===== src/rtl/bg_pkg.sv =====
`timescale 1ns/1ps
`default_nettype none
// ============================================================================
// Module   : bg_pkg
// Purpose  : Shared state encoding and constants for the background sequencer.
// Revision : 1.0 - initial release
// ============================================================================
package bg_pkg;

    typedef enum logic [1:0] {
        ST_SHOW     = 2'd0,
        ST_FADE_OUT = 2'd1,
        ST_FADE_IN  = 2'd2
    } state_t;

    localparam logic [1:0] FADE_MAX = 2'd3;

    localparam logic [1:0] BG_GRASS = 2'd0;
    localparam logic [1:0] BG_UW    = 2'd1;
    localparam logic [1:0] BG_BLUE  = 2'd2;
    localparam logic [1:0] BG_GREEN = 2'd3;

    // Auto mode walks the backgrounds in index order and wraps.
    function automatic logic [1:0] next_bg(input logic [1:0] bg);
        return bg + 2'd1;
    endfunction

endpackage
`default_nettype wire


===== src/rtl/bg_scene_sequencer_if.sv =====
`timescale 1ns/1ps
`default_nettype none
// ============================================================================
// Module   : bg_scene_sequencer_if
// Purpose  : Frame-strobe/control inputs and background outputs of the sequencer.
// Revision : 1.0 - initial release
// ============================================================================
interface bg_scene_sequencer_if;
    logic       frame_start;
    logic [1:0] sel_manual;
    logic       auto_en;
    logic       hold;
    logic [1:0] bg_sel;
    logic [1:0] fade_level;
    logic [9:0] anim_counter;
    logic       busy;

    modport master (
        output frame_start, sel_manual, auto_en, hold,
        input  bg_sel, fade_level, anim_counter, busy
    );

    modport slave (
        input  frame_start, sel_manual, auto_en, hold,
        output bg_sel, fade_level, anim_counter, busy
    );
endinterface
`default_nettype wire


===== src/rtl/frame_divider.sv =====
`timescale 1ns/1ps
`default_nettype none
// ============================================================================
// Module   : frame_divider
// Purpose  : Counts frame ticks 0..TERM-1 with clear; flags the terminal count.
// Revision : 1.0 - initial release
// ============================================================================
module frame_divider #(
    parameter int TERM  = 4,
    parameter int WIDTH = 10
) (
    input  wire logic clk,
    input  wire logic rst,
    input  wire logic i_tick,
    input  wire logic i_clear,
    input  wire logic i_en,
    output logic      o_tc
);

    localparam logic [WIDTH-1:0] c_last = WIDTH'(TERM - 1);

    logic [WIDTH-1:0] r_count;

    assign o_tc = (r_count == c_last);

    // Wraps to zero on the tick where the terminal count is consumed.
    always_ff @(posedge clk) begin
        if (rst) begin
            r_count <= '0;
        end else if (i_clear) begin
            r_count <= '0;
        end else if (i_tick && i_en) begin
            r_count <= o_tc ? '0 : r_count + 1'b1;
        end
    end

endmodule
`default_nettype wire


===== src/rtl/bg_scene_sequencer.sv =====
`timescale 1ns/1ps
`default_nettype none
// ============================================================================
// Module   : bg_scene_sequencer
// Purpose  : Frame-synchronous background select with dimmed cross-fades,
//            manual/auto modes and a frame animation counter.
// Revision : 1.0 - initial release
// ============================================================================
module bg_scene_sequencer
    import bg_pkg::*;
#(
    parameter int DWELL_FRAMES = 300,
    parameter int STEP_FRAMES  = 4
) (
    input  wire logic             clk,
    input  wire logic             reset,
    bg_scene_sequencer_if.slave   bus
);

    state_t     r_state;
    logic [1:0] r_bg_sel;
    logic [1:0] r_fade;
    logic [9:0] r_anim;
    logic       r_busy;
    logic [1:0] r_sel_prev;
    logic [1:0] r_target;

    logic w_show_auto;
    logic w_in_fade;
    logic w_dwell_tc;
    logic w_step_tc;
    logic w_man_trig;

    assign w_show_auto = (r_state == ST_SHOW) && bus.auto_en;
    assign w_in_fade   = (r_state != ST_SHOW);
    // Debounce: the request must match the value seen on the previous frame.
    assign w_man_trig  = !bus.auto_en && (bus.sel_manual == r_sel_prev)
                         && (bus.sel_manual != r_bg_sel);

    frame_divider #(
        .TERM  (DWELL_FRAMES),
        .WIDTH (10)
    ) u_dwell (
        .clk     (clk),
        .rst     (reset),
        .i_tick  (bus.frame_start),
        .i_clear (bus.frame_start && !w_show_auto),
        .i_en    (w_show_auto),
        .o_tc    (w_dwell_tc)
    );

    frame_divider #(
        .TERM  (STEP_FRAMES),
        .WIDTH (4)
    ) u_step (
        .clk     (clk),
        .rst     (reset),
        .i_tick  (bus.frame_start),
        .i_clear (bus.frame_start && !w_in_fade),
        .i_en    (w_in_fade),
        .o_tc    (w_step_tc)
    );

    always_ff @(posedge clk) begin
        if (reset) begin
            r_state    <= ST_SHOW;
            r_bg_sel   <= BG_GRASS;
            r_fade     <= 2'd0;
            r_anim     <= 10'd0;
            r_busy     <= 1'b0;
            r_sel_prev <= 2'd0;
            r_target   <= 2'd0;
        end else if (bus.frame_start) begin
            r_sel_prev <= bus.sel_manual;
            if (!bus.hold) begin
                r_anim <= r_anim + 10'd1;
            end
            case (r_state)
                ST_SHOW: begin
                    if (w_man_trig) begin
                        r_target <= bus.sel_manual;
                        r_state  <= ST_FADE_OUT;
                        r_fade   <= 2'd0;
                        r_busy   <= 1'b1;
                    end else if (bus.auto_en && w_dwell_tc) begin
                        r_target <= next_bg(r_bg_sel);
                        r_state  <= ST_FADE_OUT;
                        r_fade   <= 2'd0;
                        r_busy   <= 1'b1;
                    end
                end
                ST_FADE_OUT: begin
                    if (w_step_tc) begin
                        if (r_fade != FADE_MAX) begin
                            r_fade <= r_fade + 2'd1;
                        end else begin
                            // Swap only while fully dimmed.
                            r_bg_sel <= r_target;
                            r_state  <= ST_FADE_IN;
                        end
                    end
                end
                ST_FADE_IN: begin
                    if (w_step_tc) begin
                        r_fade <= r_fade - 2'd1;
                        if (r_fade == 2'd1) begin
                            r_state <= ST_SHOW;
                            r_busy  <= 1'b0;
                        end
                    end
                end
                default: begin
                    r_state <= ST_SHOW;
                    r_busy  <= 1'b0;
                end
            endcase
        end
    end

    assign bus.bg_sel       = r_bg_sel;
    assign bus.fade_level   = r_fade;
    assign bus.anim_counter = r_anim;
    assign bus.busy         = r_busy;

endmodule
`default_nettype wire


===== src/flat_wrapper.sv =====
// flat-port wrapper written by rule: the top's interface ports become plain ports
module bg_scene_sequencer_flat import bg_pkg::*;
#(
    parameter int DWELL_FRAMES = 300,
    parameter int STEP_FRAMES  = 4
)
  (clk, reset, bus_frame_start, bus_sel_manual, bus_auto_en, bus_hold, bus_bg_sel, bus_fade_level, bus_anim_counter, bus_busy);
  bg_scene_sequencer_if bus_i ();
  input  wire logic clk;
  input  wire logic reset;
  input wire logic [$bits(bus_i.frame_start)-1:0] bus_frame_start;
  input wire logic [$bits(bus_i.sel_manual)-1:0] bus_sel_manual;
  input wire logic [$bits(bus_i.auto_en)-1:0] bus_auto_en;
  input wire logic [$bits(bus_i.hold)-1:0] bus_hold;
  output wire logic [$bits(bus_i.bg_sel)-1:0] bus_bg_sel;
  output wire logic [$bits(bus_i.fade_level)-1:0] bus_fade_level;
  output wire logic [$bits(bus_i.anim_counter)-1:0] bus_anim_counter;
  output wire logic [$bits(bus_i.busy)-1:0] bus_busy;
  assign bus_i.frame_start = bus_frame_start;
  assign bus_i.sel_manual = bus_sel_manual;
  assign bus_i.auto_en = bus_auto_en;
  assign bus_i.hold = bus_hold;
  assign bus_bg_sel = bus_i.bg_sel;
  assign bus_fade_level = bus_i.fade_level;
  assign bus_anim_counter = bus_i.anim_counter;
  assign bus_busy = bus_i.busy;
  bg_scene_sequencer #(.DWELL_FRAMES(DWELL_FRAMES), .STEP_FRAMES(STEP_FRAMES)) u_core (.clk(clk), .reset(reset), .bus(bus_i));
endmodule

===== config.mk =====
export PLATFORM = sky130hd
export DESIGN_NAME = bg_scene_sequencer_flat
export DESIGN_NICKNAME = d
export VERILOG_FILES = /design/src/rtl/bg_pkg.sv /design/src/rtl/bg_scene_sequencer_if.sv /design/src/rtl/frame_divider.sv /design/src/rtl/bg_scene_sequencer.sv /design/src/flat_wrapper.sv
export SDC_FILE = /design/constraint.sdc
export NUM_CORES = 1
export LEC_CHECK = 0
export CAP_MARGIN = 30
export CORE_MARGIN = 4
export CORE_UTILIZATION = 34
export DETAILED_ROUTE_END_ITERATION = 10
export PLACE_DENSITY = 0.54
export SETUP_SLACK_MARGIN = 0.5
export SKIP_LAST_GASP = 1
export SYNTH_ARGS = -nofsm -noshare
export SYNTH_HDL_FRONTEND = slang
export SYNTH_HIERARCHICAL = 1
export SYNTH_SLANG_ARGS = --single-unit

===== constraint.sdc =====
create_clock -name clk -period 5.21 [get_ports clk]
set_input_delay 1.042 -clock clk [delete_from_list [all_inputs] [get_ports clk]]
set_output_delay 1.042 -clock clk [all_outputs]
set_load 0.02 [all_outputs]

* Yosys cells after proc, flatten, opt, wreduce, memory -nomap -nowiden
Cells that the tools add are included.
** Word-level totals
- Output and inout bits :: 15
- Word-level logic and storage cells :: 77
- Flip-flop bits (word level) :: 35
- Bits of input ports :: 7
** Operators by class
- Bitwise operators :: 3
- Equal/unequal tests :: 14
- Add/subtract/negate cells :: 6
- Multiplexer cells :: 22
- Reduce and logical (&&, ||, !) cells :: 23
** Operators by type and width (count)
- two-way mux 2 bit :: 13
- adder 10 x 1 -> 10 bit (second input constant) :: 2
- case mux 2 bit (3 select lines) :: 2
- AND reduction 6 bit :: 2
- == test 10 x 9 -> 1 bit (second input constant) :: 1
- two-way mux 10 bit :: 1
- logical AND 1 bit :: 8
- inequality test 2 bit (second input constant) :: 4
- AND reduction 5 bit :: 1
- adder 2 x 1 -> 2 bit (second input constant) :: 2
- adder 4 x 1 -> 4 bit (second input constant) :: 1
- == test 2 x 1 -> 1 bit (second input constant) :: 2
- == test 4 x 2 -> 1 bit (second input constant) :: 1
- two-way mux 1 bit :: 4
- two-way mux 4 bit :: 1
- inequality test 2 x 1 -> 1 bit (second input constant) :: 2
- AND reduction 4 bit :: 1
- nonzero test 2 bit :: 2
- OR reduction 2 bit :: 2
- zero test 1 bit :: 3
- inequality test 3 x 2 -> 1 bit (second input constant) :: 1
- NOT 1 bit :: 3
- case mux 1 bit (3 select lines) :: 1
- AND reduction 3 bit :: 1
- 7 further kinds :: 7

* Depth between registers and ports, before layout
- Depth in word-level cells :: 5
- Depth in mapped cells :: 8

* Cells and area by module
Netlist, hierarchy kept.
** Modules (own cells, without submodules)
- bg_scene_sequencer :: cells each 134, area an instance 1216.2 um^2, seq. area each 420.4 um^2, instances 1
- frame_divider (u_core.u_dwell) :: cells each 57, area an instance 533.0 um^2, seq. area each 200.2 um^2, instances 1
- frame_divider (u_core.u_step) :: cells each 22, area an instance 187.7 um^2, seq. area each 80.1 um^2, instances 1

* Least setup slack after synthesis
OpenSTA, ideal clock, no wires.
- Kind :: input -> register
- Start :: input port bus_sel_manual[1]
- End :: register u_core.r_fade[0], in the netlist u_core/bus.fade_level[0]
- Arrival time :: 2157 ps
- Slack :: 2931 ps
- Required time :: 5089 ps
- Stages on the path :: 4
- Path buffers :: 0
- Cells stage by stage :: xor2_1 a2111oi_4 o211ai_2 mux2_4
** Between the ends
- Longest elaborated chain between the ends :: 5
- Elaborated cells on any way between the ends :: 8
** RTL lines
- from (decl) :: line flat_wrapper.sv:12 : input wire logic [$bits(bus_i.sel_manual)-1:0] bus_sel_manual;
- == test 2 bit :: line bg_scene_sequencer.sv:37 : assign w_man_trig = !bus.auto_en && (bus.sel_manual == r_sel_prev)
- logical AND 1 bit :: line bg_scene_sequencer.sv:37
- logical AND 1 bit * :: line bg_scene_sequencer.sv:38 : && (bus.sel_manual != r_bg_sel);
- inequality test 3 x 2 -> 1 bit (no line) or two-way mux 2 bit (tied branches)
- AND reduction 6 bit (no line) or case mux 2 bit (3 select lines) (tied branches)
- to (signal assigned) :: line bg_scene_sequencer.sv:95 : r_fade <= r_fade + 2'd1;
- to (signal assigned) :: line bg_scene_sequencer.sv:105 : r_fade <= r_fade - 2'd1;
- to (decl) :: line bg_scene_sequencer.sv:22 : logic [1:0] r_fade;
Every way passes the cells marked *; elsewhere a longest branch is shown, timed or not.
A chain may end at the register's enable or synchronous reset.

* Worst setup path in the final report
- Start :: input port bus_frame_start
- End :: register u_core.u_dwell.r_count[8]
** Between the ends
- Longest elaborated chain between the ends :: 2
- Elaborated cells on any way between the ends :: 3
** RTL lines
- from (decl) :: line flat_wrapper.sv:11 : input wire logic [$bits(bus_i.frame_start)-1:0] bus_frame_start;
- logical AND 1 bit :: line bg_scene_sequencer.sv:47 : .i_clear (bus.frame_start && !w_show_auto),
- OR reduction 2 bit (no line)
- to (signal assigned) :: line frame_divider.sv:33 : r_count <= o_tc ? '0 : r_count + 1'b1;
- to (decl) :: line frame_divider.sv:22 : logic [WIDTH-1:0] r_count;
Parallel ways exist; a longest one is shown, timed or not.

==> flow_summary.json <==
{
  "route.detailed.drc": 0,
  "postCtsResizedCells": 0,
  "layout_worst_path_cycle_share_pct": 55.3,
  "hold_class": "reg -> reg",
  "period_needed_ps": 2880,
  "async_reset_ff_share_pct": 0,
  "synth_adder_area_share_pct": 5.81,
  "synthXorXnorAreaFrac_pct": 6.78,
  "synth_area_leaders": "dfxtp_1 36%, ha_1 5.8%, mux2i_1 4.7%",
  "area_growth_pct": 20.5,
  "synth_compound_area_share_pct": 17.4,
  "track_usage_pct": 12.3,
  "max_cap_violations": 0,
  "arrival_ps": 3090,
  "ff_latch_area_um2": 701,
  "final_cell_mix": "35 x dfxtp_1, 21 x clkdlybuf4s50_1, 17 x nor2_1",
  "clock_path_buffers": 2,
  "stdcell_area_mm2": 0.00233,
  "outcome": "finished clean",
  "power_density_mw_per_mm2": 245,
  "portBuffers": 21,
  "layout_commonest_cell": "dfxtp_1",
  "synthMuxAreaShare_pct": 6.01,
  "dp_hpwl_um": 2790,
  "ctsHoldBuffers": 0,
  "drive_gt1_share_pct": 10.5,
  "max-slew-margin-rel_pct": 40.4,
  "multi_input_area_mm2": 0.00118,
  "drtAntennaViolNets": 0,
  "wl_per_cell_um": 12.8,
  "cts_sinks": 35,
  "synth_top_family_by_area": "simple AND/OR/NAND/NOR gates",
  "yosysWarningCount": 6,
  "dr.first_iter.drc_count": 64,
  "cts_inserted_buffers": 5,
  "ys_seq_elements": 35,
  "cp_max_fo": 17,
  "drtPass1Iterations": 4,
  "std_cell_rows": 27,
  "synthDistinctLibCells": 49,
  "nFillCells": 552,
  "synth_fp_nets": 229,
  "die_w_um": 83.5,
  "max_freq_ghz": 0.347,
  "required_ps": 5420,
  "grt_max_degree": 25,
  "die-area_mm2": 0.00697,
  "cts_tree": "yes",
  "clk_pin_slew_ps": 70,
  "final-setup-viol-count": 0,
  "syn_inst": 213,
  "drt_wl_total_um": 3960,
  "syn_area_per_cell_um2": 9.09,
  "diodes": 0,
  "root_buffer": "clkbuf_8",
  "yosysSeqAreaShare_pct": 36.2,
  "slew_viol_final": 0,
  "grt_setup_unrepaired": "no",
  "dp_slack_ps": 2040,
  "grt_pass1_wl_um": 7020,
  "synth_top_area_cell": "dfxtp_1",
  "grt_pass1_vias": 1483,
  "clk_latency_ps": 290,
  "clock_skew_ps": 9.83,
  "pin_count": 22,
  "finalNetCount": 252,
  "die_h_um": 83.5,
  "grt-ovfl-total": 0,
  "setup_slack_ps": 2330,
  "num_vias": 1581,
  "gp_congestion": 0.744,
  "p_leak_nw": 0.792,
  "htree_levels": 2,
  "worstMarginPinSlew_ps": 892,
  "tns_ps": 0,
  "hold_violations": 0,
  "syn-cell-area_mm2": 0.00194,
  "cp-start-kind": "primary input",
  "synthFlopType": "dfxtp_1",
  "start_util_pct": 35.2,
  "critical_path_class": "in -> reg",
  "vias_per_cell": 5.12,
  "yosysTopAreaCellShare_pct": 36.2,
  "synth_simple_gate_area_share_pct": 24.7,
  "coreArea_mm2": 0.00551,
  "synth_edf_count": 0,
  "ir_worst_vdd_mv": 0.140,
  "dpl_cell_area_mm2": 0.00222,
  "end_kind": "flop",
  "cts_setup_buffers": 0,
  "grt_antenna_before_repair": 0
}
metrics by stage:
stage               hold slack, ps  instances  power (W)  util (%)
finish                         474        309   0.000573      42.4
global route                   498        309   0.000599      42.4
CTS                            478        309   0.000582      42.4
detailed placement             465        301   0.000326      40.2
global placement               468        301   0.000326      40.2
floorplan                      450        213   0.000310         -
cell families (layout without fill, tap and decap cells):
logic type / Yosys count / count (layout)
flops: 35 / 35
xor+xnor: 15 / 15
compound gates: 43 / 43
buf+inv: 15 / 39
mux: 11 / 11
fa+ha+maj: 9 / 9
simple gates: 85 / 85
worst paths after layout:
path | depth (start not counted) | end | from | slack [ps]
hold / removal | 2 | u_core/u_step/r_count[1] | u_core/u_step/r_count[1] | 470
setup reg to reg | 8 | u_core/bus.fade_level[0] | u_core/u_dwell/r_count[0] | 2830
setup / recovery | 4 | u_core/u_dwell/r_count[8] | bus_frame_start | 2330
hold reg to reg | 2 | u_core/u_step/r_count[1] | u_core/u_step/r_count[1] | 470
power breakdown:
part / leakage (nW) / switching, W / internal [W]
Sequential: 0.283 / 0.00000368 / 0.000271
Clock: 0.0612 / 0.0000985 / 0.000155
Combinational: 0.448 / 0.0000266 / 0.0000180
worst max-delay path, stage by stage:
cell	delay, ps
clkdlybuf4s50_1	890
nand3_1	350
or4_1	590
a211oi_2	220
synthesized netlist by cell type (5+ instances only):
| master | instances |
|---|---|
| nand3_1 | 7 |
| xor2_1 | 8 |
| xnor2_1 | 7 |
| ha_1 | 9 |
| o21ai_0 | 9 |
| a211oi_1 | 6 |
| o31ai_1 | 6 |
| inv_1 | 10 |
| nand2_1 | 15 |
| nand4_1 | 7 |
| nor3_1 | 5 |
| mux2i_1 | 9 |
| dfxtp_1 | 35 |
| a21oi_1 | 5 |
| nor2_1 | 17 |
state kept, by name, indices dropped and copies added (netlist names):
register and cells:
u_core/r_state 2, u_core/bus.bg_sel 2, u_core/u_dwell/r_count 10, u_core/bus.busy 1, u_core/r_target 2, u_core/r_sel_prev 2, u_core/bus.anim_counter 10, u_core/u_step/r_count 4
u_core/bus.fade_level 2
per-layer routing:
| metal | up-vias | global-route usage (%) | share of wire (%) |
|---|---|---|---|
| li1 | 830 | - | - |
| met1 | 718 | 17.1 | 52 |
| met2 | 27 | 17.1 | 41 |
| met3 | 6 | 4.94 | 5.2 |
| met4 | 0 | 3.95 | 1.5 |
| met5 | - | 0 | 0 |
cell type report:
class | count | share of cell area [%]
tap | 72 | 3.86
clock inverter | 2 | 1.50
timing repair buffer | 21 | 9.01
inverter | 10 | 1.61
clock buffer | 6 | 3.54
multi-input combinational | 163 | 50.5
sequential | 35 | 30.0
Note: power is estimated with default switching activity, not from simulation.
